### config.mk
export PLATFORM = sky130hd
export DESIGN_NAME = decode_stage
export DESIGN_NICKNAME = d
export VERILOG_FILES = /design/src/rtl/decode_stage.sv
export SDC_FILE = /design/constraint.sdc
export NUM_CORES = 1
export LEC_CHECK = 0
export CORE_MARGIN = 4
export CORE_UTILIZATION = 48
export DETAILED_ROUTE_END_ITERATION = 6
export PLACE_DENSITY_LB_ADDON = 0.1
export SLEW_MARGIN = 0
export SYNTH_ARGS = -nofsm -noshare
export SYNTH_HDL_FRONTEND = slang
export SYNTH_SLANG_ARGS = --single-unit
export TNS_END_PERCENT = 20
### constraint.sdc
create_clock -name clk -period 6.5 [get_ports clk]
set_input_delay 1.3 -clock clk [delete_from_list [all_inputs] [get_ports clk]]
set_output_delay 1.3 -clock clk [all_outputs]
set_load 0.05 [all_outputs]
### src/rtl/decode_stage.sv
// RV32I instruction decode stage: one-cycle ID/EX register with field decode,
// load-use interlock, jump flush and downstream hold.
module decode_stage #(
    parameter int unsigned width     = 32,
    parameter bit          HAZARD_EN = 1'b1
) (
    input  logic             clk,
    input  logic             rst,
    input  logic [31:0]      inst,
    input  logic [width-1:0] pc,
    input  logic             in_valid,
    input  logic             flush,
    input  logic             hold,
    output logic             stall_fetch,
    output logic             out_valid,
    output logic [width-1:0] out_pc,
    output logic [3:0]       op_class,
    output logic [4:0]       rd,
    output logic [4:0]       rs1,
    output logic [4:0]       rs2,
    output logic [2:0]       funct3,
    output logic             alt,
    output logic [31:0]      imm,
    output logic             illegal
);

    typedef enum logic [3:0] {
        OPC_NONE   = 4'd0,
        OPC_LUI    = 4'd1,
        OPC_AUIPC  = 4'd2,
        OPC_JAL    = 4'd3,
        OPC_JALR   = 4'd4,
        OPC_BRANCH = 4'd5,
        OPC_LOAD   = 4'd6,
        OPC_STORE  = 4'd7,
        OPC_OPIMM  = 4'd8,
        OPC_OP     = 4'd9,
        OPC_FENCE  = 4'd10,
        OPC_SYSTEM = 4'd11
    } op_class_e;

    typedef struct packed {
        op_class_e   cls;
        logic [4:0]  rd;
        logic [4:0]  rs1;
        logic [4:0]  rs2;
        logic [2:0]  f3;
        logic        alt;
        logic [31:0] imm;
        logic        illegal;
    } dec_t;

    logic             valid_q, valid_d;
    logic [width-1:0] pc_q, pc_d;
    dec_t             dec_q, dec_d;
    dec_t             dec_in;
    logic             reads_rs1, reads_rs2;
    logic             hazard;

    logic [31:0] imm_i, imm_s, imm_b, imm_u, imm_j;

    assign imm_i = {{20{inst[31]}}, inst[31:20]};
    assign imm_s = {{20{inst[31]}}, inst[31:25], inst[11:7]};
    assign imm_b = {{19{inst[31]}}, inst[31], inst[7], inst[30:25], inst[11:8], 1'b0};
    assign imm_u = {inst[31:12], 12'b0};
    assign imm_j = {{11{inst[31]}}, inst[31], inst[19:12], inst[20], inst[30:21], 1'b0};

    // Decode the incoming instruction; fields absent from the format stay zero
    always_comb begin
        dec_in    = '0;
        reads_rs1 = 1'b0;
        reads_rs2 = 1'b0;
        if (inst[1:0] != 2'b11) begin
            dec_in.illegal = 1'b1;
        end else begin
            case (inst[6:2])
                5'b01101: begin
                    dec_in.cls = OPC_LUI;
                    dec_in.rd  = inst[11:7];
                    dec_in.imm = imm_u;
                end
                5'b00101: begin
                    dec_in.cls = OPC_AUIPC;
                    dec_in.rd  = inst[11:7];
                    dec_in.imm = imm_u;
                end
                5'b11011: begin
                    dec_in.cls = OPC_JAL;
                    dec_in.rd  = inst[11:7];
                    dec_in.imm = imm_j;
                end
                5'b11001: begin
                    dec_in.cls = OPC_JALR;
                    dec_in.rd  = inst[11:7];
                    dec_in.rs1 = inst[19:15];
                    dec_in.f3  = inst[14:12];
                    dec_in.imm = imm_i;
                    reads_rs1  = 1'b1;
                end
                5'b11000: begin
                    dec_in.cls = OPC_BRANCH;
                    dec_in.rs1 = inst[19:15];
                    dec_in.rs2 = inst[24:20];
                    dec_in.f3  = inst[14:12];
                    dec_in.imm = imm_b;
                    reads_rs1  = 1'b1;
                    reads_rs2  = 1'b1;
                end
                5'b00000: begin
                    dec_in.cls = OPC_LOAD;
                    dec_in.rd  = inst[11:7];
                    dec_in.rs1 = inst[19:15];
                    dec_in.f3  = inst[14:12];
                    dec_in.imm = imm_i;
                    reads_rs1  = 1'b1;
                end
                5'b01000: begin
                    dec_in.cls = OPC_STORE;
                    dec_in.rs1 = inst[19:15];
                    dec_in.rs2 = inst[24:20];
                    dec_in.f3  = inst[14:12];
                    dec_in.imm = imm_s;
                    reads_rs1  = 1'b1;
                    reads_rs2  = 1'b1;
                end
                5'b00100: begin
                    dec_in.cls = OPC_OPIMM;
                    dec_in.rd  = inst[11:7];
                    dec_in.rs1 = inst[19:15];
                    dec_in.f3  = inst[14:12];
                    dec_in.alt = (inst[14:12] == 3'b101) ? inst[30] : 1'b0;
                    dec_in.imm = imm_i;
                    reads_rs1  = 1'b1;
                end
                5'b01100: begin
                    dec_in.cls = OPC_OP;
                    dec_in.rd  = inst[11:7];
                    dec_in.rs1 = inst[19:15];
                    dec_in.rs2 = inst[24:20];
                    dec_in.f3  = inst[14:12];
                    dec_in.alt = inst[30];
                    reads_rs1  = 1'b1;
                    reads_rs2  = 1'b1;
                end
                5'b00011: begin
                    dec_in.cls = OPC_FENCE;
                    dec_in.rd  = inst[11:7];
                    dec_in.rs1 = inst[19:15];
                    dec_in.f3  = inst[14:12];
                    dec_in.imm = imm_i;
                end
                5'b11100: begin
                    dec_in.cls = OPC_SYSTEM;
                    dec_in.rd  = inst[11:7];
                    dec_in.rs1 = inst[19:15];
                    dec_in.f3  = inst[14:12];
                    dec_in.imm = imm_i;
                end
                default: dec_in.illegal = 1'b1;
            endcase
        end
    end

    // Load-use interlock against the load currently held in ID/EX
    always_comb begin
        hazard = HAZARD_EN && valid_q && (dec_q.cls == OPC_LOAD) && (dec_q.rd != 5'd0)
                 && in_valid
                 && ((reads_rs1 && (dec_in.rs1 == dec_q.rd)) ||
                     (reads_rs2 && (dec_in.rs2 == dec_q.rd)));
        stall_fetch = rst & ~flush & (hold | hazard);
    end

    // Next ID/EX contents: flush > hold > hazard bubble > accept > idle bubble
    always_comb begin
        valid_d = valid_q;
        pc_d    = pc_q;
        dec_d   = dec_q;
        if (flush) begin
            valid_d = 1'b0;
            pc_d    = '0;
            dec_d   = '0;
        end else if (hold) begin
            valid_d = valid_q;
        end else if (hazard || !in_valid) begin
            valid_d = 1'b0;
            pc_d    = '0;
            dec_d   = '0;
        end else begin
            valid_d = 1'b1;
            pc_d    = pc;
            dec_d   = dec_in;
        end
    end

    // ID/EX pipeline register
    always_ff @(posedge clk or negedge rst) begin
        if (!rst) begin
            valid_q <= 1'b0;
            pc_q    <= '0;
            dec_q   <= '0;
        end else begin
            valid_q <= valid_d;
            pc_q    <= pc_d;
            dec_q   <= dec_d;
        end
    end

    assign out_valid = valid_q;
    assign out_pc    = pc_q;
    assign op_class  = dec_q.cls;
    assign rd        = dec_q.rd;
    assign rs1       = dec_q.rs1;
    assign rs2       = dec_q.rs2;
    assign funct3    = dec_q.f3;
    assign alt       = dec_q.alt;
    assign imm       = dec_q.imm;
    assign illegal   = dec_q.illegal;

endmodule
==> results by group, run 1 <==
Placed design
  – Place WS: 0.636 ns
  – Final HPWL DP: 9060 um
  – GPL Wtd Cong: ~0.99
  – Port bufs: 158

Synth
  – Yosys cell types: 46
  – Post-synthesis cell count: ~400
  – Top cells by area, synth: dfrtp_1 53%, a22o_1 7.9%, a32o_1 4.3%, nand2_1 3.5%, a21oi_1 2.7%
  – Seq/Total Area, Yosys: 53.1%
  – Syn Nets: roughly 460
  – Post-synth top area cell: dfrtp_1
  – Syn Std Cell Area: 4190 sq um
  – Number of synthesized flops with an enable pin: 0
  – Synth top area share: between 50% and 60%
  – Synth Flop Type: dfrtp_1
  – Synth warnings: 0
  – Async SR Flop Fraction: 100%
  – Top cells by count, synth: 89 x dfrtp_1, 39 x nand2_1, 38 x a22o_1
  – Top-count cell post-synth: dfrtp_1
  – Number of synthesized register bits: 89
  – Avg Synthesized Cell Area: 10.6 sq um

Layout
  – Final cell utilization of the core: a little under three quarters
  – Area Overhead vs Synth: 42.9%
  – Layout cells sized above 1: 8.07%
  – NumNets Final: 610
  – Ant diodes: 0

Run
  – Maxcap violations: 0

Global route
  – Gr usage total: 25.5%
  – Pin count of the biggest net entering global routing: 90
  – First-pass GRT wire length: 20800 um
  – Overflow after GRT: 0
  – Initial antenna violation count: 0
  – Vias in the first global route: 3866

Clock network
  – Clock buffer depth: 2
  – Total CTS buffers: 9
  – TritonCTS clock tree: built
  – Clock Sinks: 89
  – Post-CTS sizing: 0
  – Clk slew on worst S/H paths: 0.09 ns
  – Total setup buffers inserted after CTS: 0
  – CTS root buf: clkbuf_8
  – Clk_lat worst skew: 0.35 ns
  – Post-CTS Hold Fix Bufs: 0
  – H-tree levels: 3

Status
  – Status: completed

Timing
  – Slew Limit Fails: 0
  – Slew margin rel.: 11.7%
  – Final period utilization: 90.6%
  – Setup TNS: 0 ns
  – Fmax: ~170 MHz
  – Setup ws final: 0.609 ns
  – RSZ-0062 raised after global routing: no
  – Fin crit period: approximately 5.9 ns
  – Final setup fails: 0
  – Worst-margin pin slew: 1.31 ns
  – Final Hold Fails: 0
  – Clock skew: about 0.011 ns

Die
  – Initial Util: between 50% and 60%
  – Die area: 10300 sq um
  – Die X: 101 um
  – Core box area: 8340 sq um
  – IO Pins: 159
  – Die height: 101 um
  – Std cell rows: 33

Detailed routing
  – 1st-pass router iterations: 5
  – DR vias: 3872
  – DR iter-0 viols: 260
  – Antenna-violating nets left: 0
  – Vias per cell: slightly below 6
  – DRC: 0
  – WL final: 12800 um
  – Wirelength per Cell: 19.7 um

Power and ir drop
  – P_int: 880 uW
  – Clock power share: 33.2%
  – PwrDens: a little over 200 nW/um^2
  – Peak supply drop: 121 uV
  – LEAKAGE: 0.00254 uW
  – Switch Pwr: 357 uW
  – Flop pwr share: 46.9%
  – Switching Share: 28.9%
  – Logic pwr share: between 10% and 20%
  – Total power: about 1200 uW

Worst setup path
  – Critical path endpoint category: primary output
  – CP required: between 5 and 6 ns
  – Critical path peak fanout: 16
  – Critical path class: primary input to primary output
  – Worst setup SP type: primary input
  – Critical Path AT: 4.59 ns

Worst hold path
  – Worst hold path type: flip-flop to flip-flop
metal layers:
layer	global-route usage [%]	vias to the layer above	routed length, um
met4	6.65	0	197
met2	42.4	178	6350
met1	35.1	1911	5310
met3	3.79	24	918
li1	-	1759	-
met5	0	-	0
critical path: stages:
cell             delay, ns
clkdlybuf4s50_1       0.82
nand2_1               0.20
o32a_4                0.37
a21oi_2               0.13
buf_4                 0.19
nor2b_1               0.15
o2111a_2              0.27
o21ai_0               0.11
a21oi_1               0.21
clkdlybuf4s50_1       0.83
through the flow:
step                std cells  hold WS [ns]  cell area, sq um
detailed placement        635         0.470              5780
finish                    650         0.490              5990
global placement          635         0.464              5780
floorplan                 395         0.746              4190
global route              650         0.510              5990
CTS                       650         0.491              5990
registers in the layout (all words and copies together) (netlist names):
signal     cells
alt            1
funct3         3
illegal        1
imm           32
op_class       4
out_pc        32
out_valid      1
rd             5
rs1            5
rs2            5
logic make-up after synthesis:
| logic type | after synthesis | share of synthesized area (%) |
|---|---|---|
| AOI/OAI and AO/OA | 154 | 27.8 |
| xor gates and xnor gates | 9 | 1.88 |
| buffers and inverters | 42 | 5.49 |
| DFF | 89 | 53.1 |
| and+or+nand+nor | 101 | 11.7 |
cell usage in the layout, fill, tap and decap left out, types with 4 or more instances in the layout:
cell             Yosys  routed
a21oi_1             23      23
a22o_1              38      38
a31oi_1              4       4
a32o_1              18      18
a32o_2              10      10
buf_4                0       9
clkbuf_8             0       9
clkdlybuf4s50_1      0     157
dfrtp_1             89      89
inv_1               11      11
nand2_1             39      39
nand2b_1             4       4
nand3_1             14      14
nand3b_1             4       4
nor2_1              14      13
nor2b_1              4       4
o21ai_0             23      23
o21ai_1             19      19
xnor2_1              5       5
xor2_1               4       4
path summary, 6_finish.rpt:
check                               startpoint                endpoint  slack [ns]  cells past startpoint
max                                    inst[5]             stall_fetch        0.61                     10
min                        imm[24]$_DFFE_PN0P_     imm[24]$_DFFE_PN0P_        0.49                      2
max reg2reg                  rd[4]$_DFFE_PN0P_  out_pc[22]$_DFFE_PN0P_        3.85                      7
min reg2reg                imm[24]$_DFFE_PN0P_     imm[24]$_DFFE_PN0P_        0.49                      2
max in group asynchronous                  rst     imm[30]$_DFFE_PN0P_        4.52                      2
min in group asynchronous                  rst     imm[19]$_DFFE_PN0P_        1.26                      2
area by class of cell:
class,instances,area (sq um)
clock buffers,10,128
clock inverters,5,81.3
fillers,641,2350
inverters,11,41.3
multi-input cells,264,1740
flip-flops and latches,89,2230
well taps,105,131
repair buffers,166,1640
power by group through the flow:
| stage | clock [uW] | sequential, uW | combinational, uW |
|---|---|---|---|
| after floorplan | 0 | 648 | 77.3 |
| after global placement | 0 | 590 | 241 |
| after detailed placement | 0 | 591 | 245 |
| after CTS | 417 | 580 | 246 |
| after global routing | 440 | 582 | 262 |
| final | 411 | 580 | 246 |
(Power assumes the default switching activity.)
==> run 2: changes to the inputs <==
--- a/config.mk
+++ b/config.mk
@@ -8,7 +8,7 @@
 export CORE_MARGIN = 4
 export CORE_UTILIZATION = 48
 export DETAILED_ROUTE_END_ITERATION = 6
-export PLACE_DENSITY_LB_ADDON = 0.1
+export PLACE_DENSITY = 0.86
 export SLEW_MARGIN = 0
 export SYNTH_ARGS = -nofsm -noshare
 export SYNTH_HDL_FRONTEND = slang
==> results by group, run 2 (synthesized netlist as in run 1, its figures left out) <==
Clock network
  – TritonCTS clock tree: built
  – Total setup buffers inserted after CTS: 0 (unchanged)
  – Clock Sinks: 89 (unchanged)
  – Post-CTS sizing: 0 (unchanged)
  – Clk slew on worst S/H paths: 0.09 ns (about the same)
  – Post-CTS Hold Fix Bufs: 0 (unchanged)
  – H-tree levels: 3 (unchanged)
  – Clk_lat worst skew: 0.36 ns (about the same)
  – CTS root buf: clkbuf_8
  – Clock buffer depth: 2 (unchanged)
  – Total CTS buffers: 9 (unchanged)

Power and ir drop
  – Flop pwr share: 49.2% (+2.3 points)
  – LEAKAGE: 0.00252 uW (-0.64%)
  – Switch Pwr: 360 uW (+0.73%)
  – Peak supply drop: 119 uV (-1.5%)
  – P_int: 816 uW (-7.2%)
  – Clock power share: 29.9% (-3.3 points)
  – Logic pwr share: 20.9% (+1.0 points)
  – Switching Share: 30.6% (+1.7 points)
  – PwrDens: 197 nW/um^2 (-4.4%)

Timing
  – Setup TNS: 0 ns (unchanged)
  – Fmax: 170 MHz (about the same)
  – Final setup fails: 0 (unchanged)
  – Worst-margin pin slew: 1.23 ns (-0.0811 ns)
  – Fin crit period: 5.89 ns (-0.00495 ns)
  – Clock skew: 0.00862 ns (-0.00282 ns)
  – Final Hold Fails: 0 (unchanged)
  – RSZ-0062 raised after global routing: no
  – Slew margin rel.: 17.1% (+5.4 points)
  – Slew Limit Fails: 0 (unchanged)
  – Final period utilization: 90.6% (about the same)

Layout
  – Area taken by multi-input logic gates: 1740 sq um (unchanged)
  – Filler cells: 617 (-3.7%)
  – Layout cells sized above 1: 8.24% (+0.17 points)
  – Highest-count cells in the layout ignoring fill and taps: 157 x clkdlybuf4s50_1, 89 x dfrtp_1, 39 x nand2_1
  – Cell area after layout: 5960 sq um (-0.50%)
  – NumNets Final: 610 (unchanged)
  – Ant diodes: 0 (unchanged)
  – Commonest non-fill, non-tap cell in the layout: clkdlybuf4s50_1
  – Sequential Area: 2230 sq um (unchanged)
  – Fin cells: 651 (+0.15%)
  – Area Overhead vs Synth: 42.2%

Detailed routing
  – DRC: 0 (unchanged)
  – 1st-pass router iterations: 5 (unchanged)
  – WL final: 12700 um (-0.28%)
  – DR vias: 3846 (-0.67%)
  – DR iter-0 viols: 314 (+21%)
  – Wirelength per Cell: 19.6 um (-0.43%)
  – Antenna-violating nets left: 0 (unchanged)
  – Vias per cell: 5.91 (-0.82%)

Placed design
  – GPL Wtd Cong: 0.860 (-13%)
  – Final HPWL DP: 9280 um (+2.4%)
  – Cell Area, Placed: 5780 sq um (unchanged)
  – DP Cell Count: 635 (unchanged)
  – Port bufs: 158 (unchanged)

Die
  – Die height: 101 um (unchanged)
  – Die X: 101 um (unchanged)
  – IO Pins: 159 (unchanged)
  – Die area: 10300 sq um (unchanged)
  – Core box area: 8340 sq um (unchanged)
  – Initial Util: 50.3% (unchanged)
  – Std cell rows: 33 (unchanged)

Worst setup path
  – Critical path endpoint category: primary output
  – Worst setup SP type: primary input
  – Critical Path AT: 4.59 ns (about the same)
  – Critical path peak fanout: 15 (-1)
  – Critical path class: primary input to primary output
  – CP required: 5.20 ns (about the same)

Run
  – Maxcap violations: 0 (unchanged)

Global route
  – First-pass GRT wire length: 20200 um (-3.2%)
  – Gr usage total: 25.0% (-0.44 points)
  – Vias in the first global route: 3817 (-1.3%)
  – Initial antenna violation count: 0 (unchanged)
  – Overflow after GRT: 0 (unchanged)
  – Pin count of the biggest net entering global routing: 67 (-26%)

Status
  – Status: completed

Worst hold path
  – Worst hold path type: flip-flop to flip-flop
## run 2: changes by cell type in the layout (fill, tap and decap cells not counted)
| cell | change |
|---|---|
| bufinv_16 | -2 |
| clkbuf_8 | +1 |
| clkinv_4 | -1 |
| clkinvlp_4 | +1 |
| inv_6 | +2 |
## run 2: layout make-up
class / count / area share, %
clock buffer: 11 / 2.37
clock inverter: 5 / 0.630
inverter: 11 / 0.693
multi-input combinational: 264 / 29.2
sequential: 89 / 37.4
tap: 105 / 2.20
timing repair buffer: 166 / 27.5
## run 2: power by group through the flow
stage | Combinational [uW] | Clock [uW] | Sequential (uW)
2_1_floorplan | 77.3 | 0 | 648
3_3_place_gp | 241 | 0 | 590
3_5_place_dp | 244 | 0 | 590
4_1_cts | 246 | 357 | 579
5_1_grt | 262 | 378 | 581
6_report | 245 | 351 | 579
## run 2: per-layer routing
metal  wire (um)  vias up  GRT usage [%]
li1            -     1755              -
met4         266        0           8.08
met3        1180       24           6.20
met1        5060     1868           33.0
met5           0        -              0
met2        6240      199           40.8
## run 2: through the flow
stage / total power [uW] / hold WS, ns / setup WS (ns) / util [%]
2_1_floorplan: 725 / 0.746 / 1.72 / -
3_3_place_gp: 830 / 0.464 / 0.760 / 69.3
3_5_place_dp: 834 / 0.472 / 0.669 / 69.3
4_1_cts: 1180 / 0.492 / 0.662 / 71.5
5_1_grt: 1220 / 0.513 / 0.409 / 71.5
6_report: 1180 / 0.484 / 0.614 / 71.5
## run 2: final timing paths
kind / slack, ns / start / cells past startpoint / end
min in group asynchronous: 0.82 / rst / 1 / out_pc[10]$_DFFE_PN0P_
worst min-delay path: 0.48 / imm[22]$_DFFE_PN0P_ / 2 / imm[22]$_DFFE_PN0P_
max in group asynchronous: 4.57 / rst / 2 / imm[0]$_DFFE_PN0P_
worst min register to register: 0.48 / imm[22]$_DFFE_PN0P_ / 2 / imm[22]$_DFFE_PN0P_
worst max register to register: 3.76 / rd[4]$_DFFE_PN0P_ / 7 / out_pc[7]$_DFFE_PN0P_
worst max-delay path: 0.61 / inst[2] / 10 / stall_fetch
## run 2: critical path: stages
cell and delay, ns:
clkdlybuf4s50_1 0.77, nand3b_1 0.19, or3_1 0.42, a21oi_2 0.14, buf_4 0.20, nor2b_1 0.16, o2111a_2 0.27, o21ai_0 0.10
a21oi_1 0.17, clkdlybuf4s50_1 0.85
